**config.mk**
```make
export PLATFORM = sky130hd
export DESIGN_NAME = v2f_mul64_seq
export DESIGN_NICKNAME = d
export VERILOG_FILES = /design/src/rtl/v2f_mul_pkg.sv /design/src/rtl/v2f_mul_limb_sched.sv /design/src/rtl/v2f_mul64_seq.sv
export SDC_FILE = /design/constraint.sdc
export NUM_CORES = 1
export LEC_CHECK = 0
export CORE_MARGIN = 1.5
export CORE_UTILIZATION = 29
export CTS_CLUSTER_SIZE = 40
export DETAILED_ROUTE_END_ITERATION = 10
export PLACE_DENSITY_LB_ADDON = 0.2
export SLEW_MARGIN = 20
export SYNTH_ARGS = -nofsm -noshare
export SYNTH_HDL_FRONTEND = slang
export SYNTH_SLANG_ARGS = --single-unit
```
**constraint.sdc**
```tcl
create_clock -name CLK -period 9.9 [get_ports CLK]
set_input_delay 1.98 -clock CLK [delete_from_list [all_inputs] [get_ports CLK]]
set_output_delay 1.98 -clock CLK [all_outputs]
set_load 0.03 [all_outputs]
```
**src/rtl/v2f_mul_pkg.sv**
```systemverilog
// Shared constants, state type and limb helper for the sequential 64x64 multiplier.
package v2f_mul_pkg;

  localparam int unsigned LIMB_W     = 16;
  localparam int unsigned NUM_LIMBS  = 4;
  localparam int unsigned STEPS_LOW  = 10;
  localparam int unsigned STEPS_FULL = 16;

  localparam int unsigned IDX_W   = 2;
  localparam int unsigned STEP_W  = 4;
  localparam int unsigned SHIFT_W = 7;

  typedef enum logic [1:0] {
    ST_IDLE = 2'd0,
    ST_CALC = 2'd1,
    ST_DONE = 2'd2
  } state_e;

  // Select 16-bit limb idx of a 64-bit operand.
  function automatic logic [LIMB_W-1:0] limb_sel(input logic [63:0] v,
                                                 input logic [IDX_W-1:0] idx);
    logic [LIMB_W-1:0] r;
    case (idx)
      2'd0:    r = v[15:0];
      2'd1:    r = v[31:16];
      2'd2:    r = v[47:32];
      default: r = v[63:48];
    endcase
    return r;
  endfunction

endpackage

```
**src/rtl/v2f_mul_limb_sched.sv**
```systemverilog
// Limb-pair scheduler: walks (i,j) with i outer, j inner, optionally skipping
// pairs whose partial product lands entirely above bit 63.
module v2f_mul_limb_sched
  import v2f_mul_pkg::*;
#(
  parameter bit LOW_ONLY = 1'b1
) (
  input  logic               clk_i,
  input  logic               rst_i,
  input  logic               start_i,
  input  logic               advance_i,
  output logic [IDX_W-1:0]   i_o,
  output logic [IDX_W-1:0]   j_o,
  output logic [SHIFT_W-1:0] shift_o,
  output logic               last_o
);

  localparam logic [STEP_W-1:0] LAST_STEP =
    LOW_ONLY ? STEP_W'(STEPS_LOW - 1) : STEP_W'(STEPS_FULL - 1);

  logic [IDX_W-1:0]  i_q, i_d, j_q, j_d;
  logic [STEP_W-1:0] step_q, step_d;
  logic [IDX_W:0]    ij_sum;
  logic              row_end;

  assign ij_sum = {1'b0, i_q} + {1'b0, j_q};

  // In low-only mode a row ends on the anti-diagonal i+j==3 instead of j==3.
  assign row_end = LOW_ONLY ? (ij_sum == 3'd3) : (j_q == 2'd3);

  // Next-index computation: restart on start, step on advance.
  always_comb begin
    i_d    = i_q;
    j_d    = j_q;
    step_d = step_q;
    if (start_i) begin
      i_d    = '0;
      j_d    = '0;
      step_d = '0;
    end else if (advance_i) begin
      step_d = step_q + 1'b1;
      if (row_end) begin
        i_d = i_q + 1'b1;
        j_d = '0;
      end else begin
        j_d = j_q + 1'b1;
      end
    end
  end

  // Index and step registers.
  always_ff @(posedge clk_i or posedge rst_i) begin
    if (rst_i) begin
      i_q    <= '0;
      j_q    <= '0;
      step_q <= '0;
    end else begin
      i_q    <= i_d;
      j_q    <= j_d;
      step_q <= step_d;
    end
  end

  assign i_o     = i_q;
  assign j_o     = j_q;
  assign shift_o = {ij_sum, 4'b0000};
  assign last_o  = (step_q == LAST_STEP);

endmodule

```
**src/rtl/v2f_mul64_seq.sv**
```systemverilog
// Sequential 64x64 multiplier controller driving one shared external 16x16
// multiplier; operands in and product out over valid/ready handshakes.
module v2f_mul64_seq
  import v2f_mul_pkg::*;
#(
  parameter bit LOW_ONLY = 1'b1
) (
  input  logic         CLK,
  input  logic         ARST,
  input  logic         in_valid,
  output logic         in_ready,
  input  logic [63:0]  A,
  input  logic [63:0]  B,
  output logic         out_valid,
  input  logic         out_ready,
  output logic [127:0] Y,
  output logic [15:0]  mul_a,
  output logic [15:0]  mul_b,
  input  logic [31:0]  mul_p
);

  state_e               state_q, state_d;
  logic [63:0]          a_q, a_d, b_q, b_d;
  logic [127:0]         acc_q, acc_d;
  logic                 issue_q, issue_d;
  logic                 pv_q, pv_d;
  logic [31:0]          prod_q, prod_d;
  logic [SHIFT_W-1:0]   sh_q, sh_d;

  logic                 accept;
  logic                 advance;
  logic [IDX_W-1:0]     sched_i, sched_j;
  logic [SHIFT_W-1:0]   sched_shift;
  logic                 sched_last;

  assign accept  = (state_q == ST_IDLE) && in_valid;
  assign advance = (state_q == ST_CALC) && issue_q;

  v2f_mul_limb_sched #(
    .LOW_ONLY (LOW_ONLY)
  ) u_sched (
    .clk_i     (CLK),
    .rst_i     (ARST),
    .start_i   (accept),
    .advance_i (advance),
    .i_o       (sched_i),
    .j_o       (sched_j),
    .shift_o   (sched_shift),
    .last_o    (sched_last)
  );

  // Control and datapath next state.
  // The external product is registered with its shift before being added, so
  // the 128-bit adder never sits behind the shared multiplier's combinational
  // path; CALC therefore holds one drain cycle after the last limb is issued.
  always_comb begin
    state_d = state_q;
    a_d     = a_q;
    b_d     = b_q;
    acc_d   = acc_q;
    issue_d = issue_q;
    pv_d    = pv_q;
    prod_d  = prod_q;
    sh_d    = sh_q;
    case (state_q)
      ST_IDLE: begin
        if (in_valid) begin
          a_d     = A;
          b_d     = B;
          acc_d   = '0;
          issue_d = 1'b1;
          pv_d    = 1'b0;
          state_d = ST_CALC;
        end
      end
      ST_CALC: begin
        if (issue_q) begin
          prod_d = mul_p;
          sh_d   = sched_shift;
          pv_d   = 1'b1;
          if (sched_last) begin
            issue_d = 1'b0;
          end
        end else begin
          pv_d = 1'b0;
        end
        if (pv_q) begin
          acc_d = acc_q + ({96'b0, prod_q} << sh_q);
        end
        if (!issue_q && pv_q) begin
          state_d = ST_DONE;
        end
      end
      ST_DONE: begin
        if (out_ready) begin
          state_d = ST_IDLE;
        end
      end
      default: begin
        state_d = ST_IDLE;
      end
    endcase
  end

  // State and datapath registers; reset aborts any operation in flight.
  always_ff @(posedge CLK or posedge ARST) begin
    if (ARST) begin
      state_q <= ST_IDLE;
      a_q     <= '0;
      b_q     <= '0;
      acc_q   <= '0;
      issue_q <= 1'b0;
      pv_q    <= 1'b0;
      prod_q  <= '0;
      sh_q    <= '0;
    end else begin
      state_q <= state_d;
      a_q     <= a_d;
      b_q     <= b_d;
      acc_q   <= acc_d;
      issue_q <= issue_d;
      pv_q    <= pv_d;
      prod_q  <= prod_d;
      sh_q    <= sh_d;
    end
  end

  // Output decode from registered state.
  always_comb begin
    in_ready  = (state_q == ST_IDLE);
    out_valid = (state_q == ST_DONE);
    mul_a     = '0;
    mul_b     = '0;
    Y         = '0;
    if (advance) begin
      mul_a = limb_sel(a_q, sched_i);
      mul_b = limb_sel(b_q, sched_j);
    end
    if (state_q == ST_DONE) begin
      Y = {(LOW_ONLY ? 64'b0 : acc_q[127:64]), acc_q[63:0]};
    end
  end

endmodule

```
==> flow_metrics.env <==
export IMPL_critPathRequiredTime_ns=7.92
export IMPL_status="finished, final reports clean"
export IMPL_clk_latency_ns=0.59
export IMPL_final_layout_size_suffix_gt1_share_pct=3.98
export IMPL_sw_frac_of_total_pct=48.3
export IMPL_clock_skew_ns=0.0112
export IMPL_coreArea_um2=51500
export IMPL_p_int_uw=3620
export IMPL_achievable_frequency_mhz=192
export IMPL_synth_edf_count=0
export IMPL_finalSetupViolations=0
export IMPL_cts_clk_slew_worst_paths_ns=0.06
export IMPL_rrSetupSlack_ns=4.70
export IMPL_place_ws_ns=4.71
export IMPL_cts_root_buf="clkbuf_16"
export IMPL_worstHoldPathType="reg -> reg"
export IMPL_crit_type="reg -> out"
export IMPL_dieArea_um2=53600
export IMPL_pwr_share_clk_pct=17.3
export IMPL_ys_seq_area_share_pct=39.5
export IMPL_ios=326
export IMPL_grt_pass1_vias=13900
export IMPL_cpPeakStageDelay_ns=0.69
export IMPL_route_detailed_drc=0
export IMPL_post_cts_setup_buffer_count=0
export IMPL_avgSynthCellArea_um2=7.89
export IMPL_switchingPower_uw=3380
export IMPL_grt_first_pass_wirelength_um=79800
export IMPL_synthDistinctLibCells=69
export IMPL_layout_nets=2354
export IMPL_antenna_left=0
export IMPL_die_h_um=232
export IMPL_dr_total_vias=13800
export IMPL_worstSetupStartpointType="register"
export IMPL_postCtsHoldBufs=0
export IMPL_rr_endpoint="acc_q[58]"
export IMPL_worst_path_max_fanout=16
export IMPL_cts_tree="built"
export IMPL_p_per_area_nw_per_um2=366
export IMPL_seq_power_share_pct=26.5
export IMPL_start_util_pct=29.4
export IMPL_ys_warn_count=0
export IMPL_synth_flop_cell="dfrtp_1"
export IMPL_end_kind="primary output"
export IMPL_drtPass1Iterations=7
export IMPL_final_common_cell="nand2_1"
export IMPL_crit_top_cell="nor2_1"
export IMPL_std_cell_rows=83
export IMPL_worstReg2RegStart="sh_q[6]"
export IMPL_cts_sinks=239
export IMPL_rr_worst_depth=16
export IMPL_leakage_uw=0.00901
export IMPL_grt_max_degree=112
export IMPL_wl_per_cell_um=18.1
export IMPL_netlist_area_um2=15100
export IMPL_cp_arrival_ns=3.24
export IMPL_hold_viol_final=0
export IMPL_hp_start="b_q[22]"
export IMPL_period_share_pct=52.7
export IMPL_slew_headroom_pct=31.5
export IMPL_n_antenna_cell=0
export IMPL_worstHoldEndpoint="b_q[22]"
export IMPL_synthCells=1920
export IMPL_antenna_found_initial=7
export IMPL_whs_path_depth=2
export IMPL_hpwl_um=37400
export IMPL_drtIter0Drc=924
export IMPL_gr_usage_all_layers_pct=18.7
export IMPL_clk_path_buf_depth=3
export IMPL_setup_tns_ns=0
export IMPL_cp_buffers_inverters=2
export IMPL_comb_power_share_pct=56.3
export IMPL_cts_htree_levels=1
export IMPL_synthArstFlopShare_pct=100
export IMPL_tightest_slew_ns=1.03
export IMPL_cts_resized=0
export IMPL_fill_cells=5439
export IMPL_yosys_register_bits=239
export IMPL_setup_ws_ns=4.68
export IMPL_port_buffer_count=261
export IMPL_wl_um=51100
export IMPL_drv_slew=0
export IMPL_cts_buffers=31
export IMPL_rsz0062_at_grt="no"
export IMPL_area_growth_pct=26.5
export IMPL_drt_vias_per_instance=4.90
export IMPL_critPathSlowestCell="clkdlybuf4s50_1"
export IMPL_critPathTopFamily="buffers and inverters"
export IMPL_gp_congestion=0.953
export IMPL_peakVddDrop_mv=0.219
export IMPL_grt_overflow_total=0
export IMPL_crit_start="u_sched.i_o[1]"
export IMPL_drv_cap=0
export IMPL_die_w_um=232
export IMPL_final_cell_mix="nand2_1, clkdlybuf4s50_1, dfrtp_1"
export IMPL_path_cells="inv_1 > ha_1 > a222oi_1 > nor2_1 > a21oi_1 > nor2_1 > clkdlybuf4s50_1"
export IMPL_period_needed_ns=5.22
==> registers in the layout, indices dropped and copies added (netlist names) <==
signal          cells
a_q                64
acc_q              64
b_q                64
issue_q             1
prod_q             32
pv_q                1
sh_q                3
state_q             2
u_sched.i_o         2
u_sched.j_o         2
u_sched.step_q      4
==> cells in the mapped netlist (7+ instances only) <==
cell,number,area (um^2)
clkbuf_1,101,379
nor3_1,11,55.1
nor2b_1,10,62.6
nand4_1,20,125
nand2_1,613,2300
a22oi_1,16,120
o211ai_1,7,52.6
buf_4,65,488
xor2_1,20,175
inv_1,35,131
dfrtp_1,239,5980
ha_1,74,926
nor2_1,160,601
and2_1,86,538
a21oi_1,115,576
o31ai_1,9,67.6
a21o_1,26,195
nand3_1,20,100
a222oi_1,32,320
o21ai_0,85,425
mux2i_1,21,210
xnor2_1,32,280
o21bai_1,12,90.1
a31oi_1,8,50.1
==> routing by layer <==
| metal | share of wire, % | vias to the layer above | wire length (um) | GRT usage (%) |
|---|---|---|---|---|
| li1 | - | 6724 | - | - |
| met1 | 45 | 6631 | 22900 | 24.6 |
| met2 | 47 | 374 | 23800 | 31.2 |
| met3 | 6.5 | 76 | 3300 | 4.33 |
| met4 | 2.1 | 10 | 1070 | 4.08 |
| met5 | 0.13 | - | 65 | 0 |
==> worst min-delay path, cell delays in order, from the launching register on <==
cell and delay [ns]:
dfrtp_1 0.34, nand2_1 0.05, nand2_1 0.05
==> how the worst max path moves through the flow <==
| stage | endpoint | slack (ns) | cells past startpoint |
|---|---|---|---|
| 4_1_cts | mul_a[3] | 4.55 | 7 |
| 2_1_floorplan | a_q[0] | 1.36 | 1 |
| 6_report | mul_a[2] | 4.68 | 7 |
| 5_1_grt | acc_q[58] | 4.40 | 16 |
| 3_3_place_gp | acc_q[58] | 4.83 | 16 |
| 3_5_place_dp | acc_q[58] | 4.71 | 16 |
==> power groups by stage <==
stage                     clock [uW]  sequential (uW)  combinational (uW)
after floorplan                    0             1680                2870
after global placement             0             1870                3920
after detailed placement           0             1870                3930
after CTS                       1240             1860                3960
after global routing            1280             1910                4390
final                           1210             1850                3940
==> final cells by class <==
| type | count | area, um^2 | share of cell area [%] |
|---|---|---|---|
| Tap cell | 680 | 851 | 4.44 |
| Clock inverter | 11 | 198 | 1.03 |
| Clock buffer | 45 | 888 | 4.64 |
| Multi-Input combinational cell | 1534 | 8400 | 43.8 |
| Timing Repair Buffer | 273 | 2700 | 14.1 |
| Sequential cell | 239 | 5980 | 31.2 |
| Inverter | 35 | 139 | 0.725 |
==> logic make-up after synthesis <==
kind of cell / Yosys count / share of synthesized area (%)
multiplexers: 23 / 1.54
flip-flops: 239 / 39.5
adder cells (fa/ha/maj): 76 / 6.38
AND/OR/NAND/NOR: 952 / 26.5
AO/OA/AOI/OAI: 367 / 16.2
other: 1 / 0.0248
buffers and inverters: 210 / 6.84
XOR/XNOR: 52 / 3.01
==> metrics by stage <==
| step | hold slack (ns) | area [um^2] | utilization, % | total power, uW | cells |
|---|---|---|---|---|---|
| 2_1_floorplan | 0.445 | 15400 | - | 4550 | 1983 |
| 3_3_place_gp | 0.457 | 18100 | 35.1 | 5790 | 2761 |
| 3_5_place_dp | 0.462 | 18100 | 35.1 | 5800 | 2761 |
| 4_1_cts | 0.477 | 19200 | 37.2 | 7050 | 2817 |
| 5_1_grt | 0.488 | 19200 | 37.2 | 7580 | 2817 |
| 6_report | 0.473 | 19200 | 37.2 | 7000 | 2817 |
Note: power is estimated with default switching activity, not from simulation.
